## config.mk

```make
export PLATFORM = sky130hd
export DESIGN_NAME = fetch_unit_flat
export DESIGN_NICKNAME = d
export VERILOG_FILES = /design/src/rtl/fetch_unit_if.sv /design/src/rtl/fetch_unit.sv /design/src/flat_wrapper.sv
export SDC_FILE = /design/constraint.sdc
export NUM_CORES = 1
export LEC_CHECK = 0
export ABC_AREA = 1
export CORE_UTILIZATION = 52
export CTS_BUF_LIST = sky130_fd_sc_hd__clkbuf_4
export CTS_CLUSTER_DIAMETER = 200
export DETAILED_ROUTE_END_ITERATION = 8
export PLACE_DENSITY = 0.92
export SLEW_MARGIN = 20
export SYNTH_ARGS = -nofsm -noshare
export SYNTH_HDL_FRONTEND = slang
export SYNTH_SLANG_ARGS = --single-unit
```

## constraint.sdc

```tcl
create_clock -name iClk -period 2.75 [get_ports iClk]
set_input_delay 0.4125 -clock iClk [delete_from_list [all_inputs] [get_ports iClk]]
set_output_delay 0.4125 -clock iClk [all_outputs]
set_load 0.01 [all_outputs]
```

## src/rtl/fetch_unit_if.sv

```systemverilog
// ---------------------------------------------------------------------------
// fetch_unit_if
//   Instruction-memory read handshake between the fetch stage and memory.
//   The fetch side issues a one-cycle read strobe with a word address; memory
//   answers later with a single-cycle data-valid pulse.
//
//   Signals
//     oMemAddr   32  fetch address (driven by fetch side)
//     oMemRd      1  one-cycle read request strobe (driven by fetch side)
//     iMemData   32  read data (driven by memory)
//     iMemValid   1  read data valid, single-cycle pulse (driven by memory)
//
//   Modports
//     master : fetch unit side
//     slave  : memory side
// ---------------------------------------------------------------------------
interface fetch_unit_if;
  logic [31:0] oMemAddr;
  logic        oMemRd;
  logic [31:0] iMemData;
  logic        iMemValid;

  modport master (
    output oMemAddr,
    output oMemRd,
    input  iMemData,
    input  iMemValid
  );

  modport slave (
    input  oMemAddr,
    input  oMemRd,
    output iMemData,
    output iMemValid
  );
endinterface

```

## src/rtl/fetch_unit.sv

```systemverilog
// ---------------------------------------------------------------------------
// fetch_unit
//   Instruction fetch stage feeding the decoder. Holds the PC, fetches one
//   word per instruction over the memory handshake and latches it into the
//   instruction register. The IR stays stable until iNext. Branches/jumps
//   redirect the PC through iPCLoad/iPCNew at any point of the fetch.
//
//   Parameters
//     RESET_PC     PC value loaded on reset
//     PC_INC       PC increment per instruction (word-addressed memory)
//     TIMEOUT_CYC  WAIT cycles allowed before a fetch fault
//
//   Optional feature (macro FETCH_TIMEOUT_EN)
//     Defined   : a WAIT-cycle counter raises oFault and parks the FSM in
//                 FAULT when memory does not answer within TIMEOUT_CYC cycles.
//     Undefined : no counter, no FAULT state, oFault tied 0.
//
//   Ports
//     iClk       in   1   clock, rising edge
//     nRst       in   1   asynchronous active-low reset
//     iStall     in   1   blocks a new memory request (FETCH only)
//     iNext      in   1   decoder consumed oINS, start next fetch
//     iPCLoad    in   1   redirect PC
//     iPCNew     in   32  redirect target
//     mem        if       memory handshake (master side)
//     oINS       out  32  instruction register
//     oINSValid  out  1   oINS holds a valid, unconsumed instruction
//     oPC        out  32  current PC
//     oFault     out  1   fetch timeout fault
// ---------------------------------------------------------------------------
module fetch_unit #(
  parameter logic [31:0] RESET_PC    = 32'h0000_0000,
  parameter logic [31:0] PC_INC      = 32'd1,
  parameter int unsigned TIMEOUT_CYC = 64
) (
  input  logic               iClk,
  input  logic               nRst,
  input  logic               iStall,
  input  logic               iNext,
  input  logic               iPCLoad,
  input  logic [31:0]        iPCNew,
  fetch_unit_if.master       mem,
  output logic [31:0]        oINS,
  output logic               oINSValid,
  output logic [31:0]        oPC,
  output logic               oFault
);

  localparam int unsigned TMO_W = $clog2(TIMEOUT_CYC + 1) + 1;

  // A zero timeout would fault before memory could ever answer.
  if (TIMEOUT_CYC < 1) begin : g_bad_timeout
    $error("fetch_unit: TIMEOUT_CYC must be at least 1");
  end

  typedef enum logic [1:0] {
    S_FETCH = 2'd0,
    S_WAIT  = 2'd1,
    S_HOLD  = 2'd2,
    S_FAULT = 2'd3
  } state_t;

  state_t      r_state;
  logic [31:0] r_pc;
  logic [31:0] r_mem_addr;
  logic        r_mem_rd;
  logic [31:0] r_ins;
  logic        r_ins_vld;
  // Set when a redirect arrives while a read is outstanding: the returning
  // word belongs to the old path and must be dropped.
  logic        r_pend;
`ifdef FETCH_TIMEOUT_EN
  logic [TMO_W-1:0] r_tmo;
  logic             r_fault;
`endif

  always_ff @(posedge iClk or negedge nRst) begin
    if (!nRst) begin
      r_state    <= S_FETCH;
      r_pc       <= RESET_PC;
      r_mem_addr <= 32'h0000_0000;
      r_mem_rd   <= 1'b0;
      r_ins      <= 32'h0000_0000;
      r_ins_vld  <= 1'b0;
      r_pend     <= 1'b0;
`ifdef FETCH_TIMEOUT_EN
      r_tmo      <= '0;
      r_fault    <= 1'b0;
`endif
    end else begin
      // Read strobe is a single-cycle pulse unless FETCH re-asserts it.
      r_mem_rd <= 1'b0;
      case (r_state)
        S_FETCH: begin
          if (iPCLoad) begin
            r_pc <= iPCNew;
          end else if (!iStall) begin
            r_mem_addr <= r_pc;
            r_mem_rd   <= 1'b1;
            r_state    <= S_WAIT;
`ifdef FETCH_TIMEOUT_EN
            r_tmo      <= '0;
`endif
          end
        end

        S_WAIT: begin
          if (mem.iMemValid) begin
            if (r_pend || iPCLoad) begin
              // Stale word: drop it and refetch from the redirected PC.
              r_pend  <= 1'b0;
              r_state <= S_FETCH;
              if (iPCLoad) begin
                r_pc <= iPCNew;
              end
            end else begin
              r_ins     <= mem.iMemData;
              r_ins_vld <= 1'b1;
              r_pc      <= r_pc + PC_INC;
              r_state   <= S_HOLD;
            end
          end else begin
            if (iPCLoad) begin
              r_pend <= 1'b1;
              r_pc   <= iPCNew;
            end
`ifdef FETCH_TIMEOUT_EN
            if (r_tmo == TMO_W'(TIMEOUT_CYC - 1)) begin
              r_fault <= 1'b1;
              r_state <= S_FAULT;
            end else begin
              r_tmo <= r_tmo + 1'b1;
            end
`endif
          end
        end

        S_HOLD: begin
          // A redirect always wins over the sequential PC, with or without iNext.
          if (iPCLoad) begin
            r_pc <= iPCNew;
          end
          if (iNext) begin
            r_ins_vld <= 1'b0;
            r_state   <= S_FETCH;
          end
        end

        default: begin
          // FAULT: parked until reset.
          r_ins_vld <= 1'b0;
        end
      endcase
    end
  end

  assign mem.oMemAddr = r_mem_addr;
  assign mem.oMemRd   = r_mem_rd;
  assign oINS         = r_ins;
  assign oINSValid    = r_ins_vld;
  assign oPC          = r_pc;
`ifdef FETCH_TIMEOUT_EN
  assign oFault       = r_fault;
`else
  assign oFault       = 1'b0;
`endif

endmodule

```

## src/flat_wrapper.sv

```systemverilog
// flat-port wrapper written by rule: the top's interface ports become plain ports
module fetch_unit_flat 
#(
  parameter logic [31:0] RESET_PC    = 32'h0000_0000,
  parameter logic [31:0] PC_INC      = 32'd1,
  parameter int unsigned TIMEOUT_CYC = 64
)
  (iClk, nRst, iStall, iNext, iPCLoad, iPCNew, oINS, oINSValid, oPC, oFault, mem_oMemAddr, mem_oMemRd, mem_iMemData, mem_iMemValid);
  fetch_unit_if mem_i ();
  input  logic iClk;
  input  logic nRst;
  input  logic iStall;
  input  logic iNext;
  input  logic iPCLoad;
  input  logic [31:0] iPCNew;
  output logic [31:0] oINS;
  output logic oINSValid;
  output logic [31:0] oPC;
  output logic oFault;
  output wire logic [$bits(mem_i.oMemAddr)-1:0] mem_oMemAddr;
  output wire logic [$bits(mem_i.oMemRd)-1:0] mem_oMemRd;
  input wire logic [$bits(mem_i.iMemData)-1:0] mem_iMemData;
  input wire logic [$bits(mem_i.iMemValid)-1:0] mem_iMemValid;
  assign mem_oMemAddr = mem_i.oMemAddr;
  assign mem_oMemRd = mem_i.oMemRd;
  assign mem_i.iMemData = mem_iMemData;
  assign mem_i.iMemValid = mem_iMemValid;
  fetch_unit #(.RESET_PC(RESET_PC), .PC_INC(PC_INC), .TIMEOUT_CYC(TIMEOUT_CYC)) u_core (.iClk(iClk), .nRst(nRst), .iStall(iStall), .iNext(iNext), .iPCLoad(iPCLoad), .iPCNew(iPCNew), .mem(mem_i), .oINS(oINS), .oINSValid(oINSValid), .oPC(oPC), .oFault(oFault));
endmodule
```

## Word-level counts from Yosys, hierarchy flattened

Index checks and enable logic that the tools add are counted.

- Bits in registers: 101
- Latch bits: 0
- Memory bits (writable): 0
- Bits in read-only memories: 0
- Bits of input ports: 70
- Output and inout bits: 99
- Logic and storage cells: 51
- Memories: 0

- $add $sub $neg: 1
- $mul: 0
- Divide/modulo/power cells: 0
- Magnitude comparators: 0
- Eq/ne operators: 8
- Shift-type cells: 0
- Muxes and demuxes: 20
- Bitwise gates (word level): 4
- Reduce and logical (&&, ||, !) cells: 11

Operator list:

| kind | count |
|---|---|
| 32-bit 2-to-1 mux | 3 |
| 32-bit case mux with 2 select lines | 1 |
| 32-bit by 1-bit adder with 32-bit output (second input constant) | 1 |
| 2-bit 2-to-1 mux | 5 |
| 2-bit != test (second input constant) | 5 |
| 1-bit 2-to-1 mux | 9 |
| 3-bit AND reduction | 3 |
| 2-bit case mux with 3 select lines | 1 |
| 5-bit AND reduction | 1 |
| 1-bit NOT | 4 |
| 4-bit AND reduction | 1 |
| 2-bit nonzero test | 2 |
| 1-bit case mux with 3 select lines | 1 |
| 3-bit nonzero test | 1 |
| 2-bit by 1-bit equality test with 1-bit output (second input constant) | 1 |
| 2-bit equality test (second input constant) | 1 |
| 2-bit logical NOT | 1 |
| 2-bit by 1-bit != test with 1-bit output (second input constant) | 1 |
| 2-bit OR reduction | 1 |
| 1-bit logical OR | 1 |

## Longest topological paths before layout

- Depth after elaboration: 4
- Gate-level depth with buffers: 12
- Depth with buffers taken out: 12

## Worst setup path after synthesis

No wires, ideal clock.

- Kind: register to register
- Start point: register u_core.r_state[0]
- End point: register u_core.r_pc[15] (netlist: u_core.oPC[15])
- Library setup time: 0.113 ns
- Arrival: 1.486 ns
- Data required time: 2.637 ns
- Slack: 1.151 ns
- Cell stages (with the launch flop): 12
- Path buffers: 1
- Clock period less this slack: 1.599 ns
- Cell sequence: dfrtp_1 inv_1 ha_1 inv_2 nand3_4 nor2_4 buf_2 nand3_1 o21ai_1 nand2_1 nand2_1 inv_1

- Longest elaborated chain between the ends: 3
- Elaborated cells between the ends (all ways): 6
- Those cells by class: eq/ne: 2; mux: 1; reduce/logical: 3

RTL lines:

| what | line | text |
|---|---|---|
| from (decl) | fetch_unit.sv:63 | `state_t r_state;` |
| from (signal assigned) | fetch_unit.sv:79 | `r_state <= S_FETCH;` |
| from (signal assigned) | fetch_unit.sv:100 | `r_state <= S_WAIT;` |
| from (signal assigned) | fetch_unit.sv:112 | `r_state <= S_FETCH;` |
| 2-bit equality test or 2-bit logical NOT (tied branches) | fetch_unit.sv:93 | `case (r_state)` |
| 2-bit OR reduction (no line) | n/a |  |
| 32-bit case mux with 2 select lines or 2-bit nonzero test (tied branches) | n/a |  |
| to (signal assigned) | fetch_unit.sv:96 | `r_pc <= iPCNew;` |
| to (signal assigned) | fetch_unit.sv:114 | `r_pc <= iPCNew;` |
| to (signal assigned) | fetch_unit.sv:119 | `r_pc <= r_pc + PC_INC;` |
| to (decl) | fetch_unit.sv:64 | `logic [31:0] r_pc;` |

Parallel ways exist; a longest one is shown, timed or not.
A chain may end at the register's enable or synchronous reset.

## Final worst setup path

- Start point: register u_core.r_state[0]
- End point: register u_core.r_pc[2] (netlist: u_core.oPC[2])

Same word-level chain as after synthesis.

==> flow_summary.ini <==
[pwr]
intPower_uw = 4340
swShare_pct = 42.0
combPwrFrac_pct = 52.6
sequentialPowerShare_pct = 37.6
power.clock.fraction_pct = 9.9
ir_worst_vdd_v = 0.000604
netSwitchingPower_uw = 3140
p_per_area_nw_per_um2 = 1020
p_leak_uw = 0.00333

[worst_setup_path]
critPathMaxFanout = 14
critPathMaxStageDelay_ns = 0.47
r2r-end = u_core.oPC[2]
crit_cells = 9
cp_cell_sequence = inv_1 -> ha_1 -> inv_2 -> nand3_4 -> nor2_4 -> o21ai_2 -> inv_2 -> o21ai_0 -> a22oi_1
crit_top_cell = inv_2
critPathCapture = u_core.oPC[2]
reg2reg_slack_ns = 0.62
worstPathArrival_ns = 2.52
worstPathRequired_ns = 3.14
critPathCaptureType = register
crit_path_start = u_core.r_state[0]
cp-start-kind = register
reg2reg_depth = 9
cp_slowest_cell = dfrtp_1
crit_buf_inv = 3
cp_top_family = flip-flops
reg2reg_from = u_core.r_state[0]
worstSetupPathType = register to register

[final_layout]
postLayoutCoreUtil_pct = 73.7
diodes = 0
finalNetCount = 904
drive_gt1_share_pct = 11.6
fillCellCount = 737
multi_input_area_sq_um = 2530
areaGrowthSynthToFinish_pct = 35.8
ff_latch_area_sq_um = 2530

[placed_design]
dp_hpwl_mm = 12.0
place.gp.congestion = 0.921
portBuffers = 167

[synth]
synth-edff-count = 0
synth-seq-cells = 101
syn_avg_cell_area_sq_um = 8.08
yosys.area.top_type = dfrtp_1
synth_cell_types = 36
ys.flop_type = dfrtp_1
synthCells = 665
post-synth-top-area-fraction_pct = 47.0
yosysMostFrequentCell = nand2_1
ys_seq_area_share_pct = 47.0
syn_area_sq_um = 5380
syn-num-nets = 741
ys_top_cells_by_count = nand2_1 (212), dfrtp_1 (101), o21ai_0 (64), nor2_1 (52), inv_1 (46)
ys_warn_count = 0
synthTopCellsByArea = dfrtp_1 (47%), nand2_1 (15%), mux2_2 (6.7%)
async_flop_share_pct = 100

[die]
fp.dieH_um = 104
start_util_pct = 54.2
die_w_um = 104
top_level_ports = 169
core_sq_um = 9910
fp-row-count = 36
die_area_sq_um = 10700

[clock_network]
clock_latency_ns = 0.47
cts-root-buf = clkbuf_4
cts_resized = 0
cts_tree = built
cts_sinks = 101
cts_max_path_buffers = 2
clkTransAtPathRegs_ns = 0.17
h-tree-depth = 3
cts_setup_buffers = 0
cts_buffers = 9

[routing]
drt-pass1-iter-count = 5
wl_per_cell_um = 16.5
antenna_left = 0
vias = 5273
remaining_drc_errors = 0
drtIter0Drc = 469
viasPerCell = 5.46
wl_mm = 15.9

[run_status]
outcome = completed

[sta]
final_hold_viol_count = 0
tns_ns = 0
rsz0062_at_grt = false
fmax_ghz = 0.470
fin_crit_sh_pct = 77.4
worst_pin_slew_ns = 0.570
relSlewSlack_pct = 62.0
setup_viol = 0
fin_worst_skew_ns = 0.0217
slew_violations = 0
layout_min_cycle_time_ns = 2.13

[grt]
grt-ovfl-total = 0
grt_usage_pct = 30.2
antenna_found_initial = 0
grt_pass1_vias = 5104
grt_max_degree = 60
grt_pass1_wl_mm = 25.8

[flow_run]
cap_violations = 0

[hold_path]
holdCritPathClass = input pin to async pin
[layer usage]
metal | vias to the layer above | track usage (%) | part of all wire (%) | wire length (um)
met5 | - | 0 | 0 | 0
met4 | 0 | 10.4 | 2.3 | 364
met3 | 35 | 5.66 | 7.7 | 1220
met2 | 266 | 48.4 | 49 | 7770
met1 | 2501 | 41.3 | 41 | 6590
li1 | 2471 | - | - | -
[worst min path at each step]
stage	startpoint	end	slack [ns]	cells past startpoint
CTS	nRst	u_core.mem.oMemAddr[2]	0.47	2
finish	nRst	u_core.mem.oMemAddr[2]	0.46	2
global route	nRst	u_core.mem.oMemAddr[2]	0.51	2
global placement	nRst	u_core.mem.oMemAddr[3]	0.44	1
floorplan	nRst	u_core.mem.oMemAddr[0]	0.12	0
detailed placement	nRst	u_core.mem.oMemAddr[2]	0.44	1
[kinds of logic (layout without fill, tap and decap cells)]
logic type / after synthesis / count (layout) / synth area share, %
and+or+nand+nor: 329 / 329 / 26.8
AOI/OAI and AO/OA: 116 / 116 / 11.4
DFF: 101 / 101 / 47.0
buffers and inverters: 76 / 244 / 5.96
muxes: 32 / 32 / 6.70
adders and majority gates: 6 / 6 / 1.40
xor gates and xnor gates: 4 / 4 / 0.652
other: 1 / 1 / 0.0698
[power by group through the flow]
stage | clock network [uW] | registers [uW] | logic, uW
after global routing | 811 | 2900 | 4230
after CTS | 759 | 2790 | 3920
after global placement | 0 | 2780 | 3780
final | 737 | 2810 | 3930
after detailed placement | 0 | 2820 | 3900
after floorplan | 0 | 3010 | 1650
[state kept, by name (all words and copies together) (netlist names)]
name / cells
u_core.r_state: 2
u_core.oINSValid: 1
u_core.r_pend: 1
u_core.oINS: 32
u_core.oPC: 32
u_core.mem.oMemRd: 1
u_core.mem.oMemAddr: 32
[placed cells by master, fill, tap and decap left out, types with 2 or more instances in the layout]
master           netlist  final
o211ai_1               2      2
clkbuf_4               0      9
mux2_2                32     32
buf_4                  1      9
inv_1                 46     46
nor2_1                52     52
nand3_1               22     22
dfrtp_1              101    101
nand2_4                2      2
xor2_1                 4      4
inv_2                  5      5
a21oi_1               32     32
a22oi_1                3      3
o21ai_1                7      7
nor2_4                 5      5
o22ai_1                3      3
clkdlybuf4s50_1        0    166
nand4_1                6      6
nand2_1              212    212
nand2_2                9      9
o21ai_0               64     64
ha_1                   6      6
clkinv_4               0      4
o31ai_1                2      2
nor3_1                 4      4
nand3_2                2      2
nor2_2                11     11
[through the flow]
stage	total power (uW)	setup slack, ns	instance area, sq um	std cells	hold WS, ns
global route	7950	0.451	7300	966	0.506
finish	7480	0.621	7300	966	0.464
CTS	7470	0.687	7300	966	0.469
floorplan	4660	1.15	5380	665	0.117
detailed placement	6720	0.463	7160	949	0.442
global placement	6560	0.512	7160	949	0.437
[layout make-up]
cell class,instances,area share [%]
flip-flops and latches,101,34.6
multi-input cells,488,34.6
repair buffers,177,24.1
inverters,51,2.62
well taps,133,2.28
clock buffers,9,0.926
clock inverters,7,0.823
[repair_timing]
| item | 4_1_cts | 5_1_grt |
|---|---|---|
| setup endpoints to repair | 0 | 0 |
| endpoints found under the hold margin | 42 | 0 |
| hold buffers | 1 | 0 |
No activity file was read; power rests on OpenSTA's default activity.
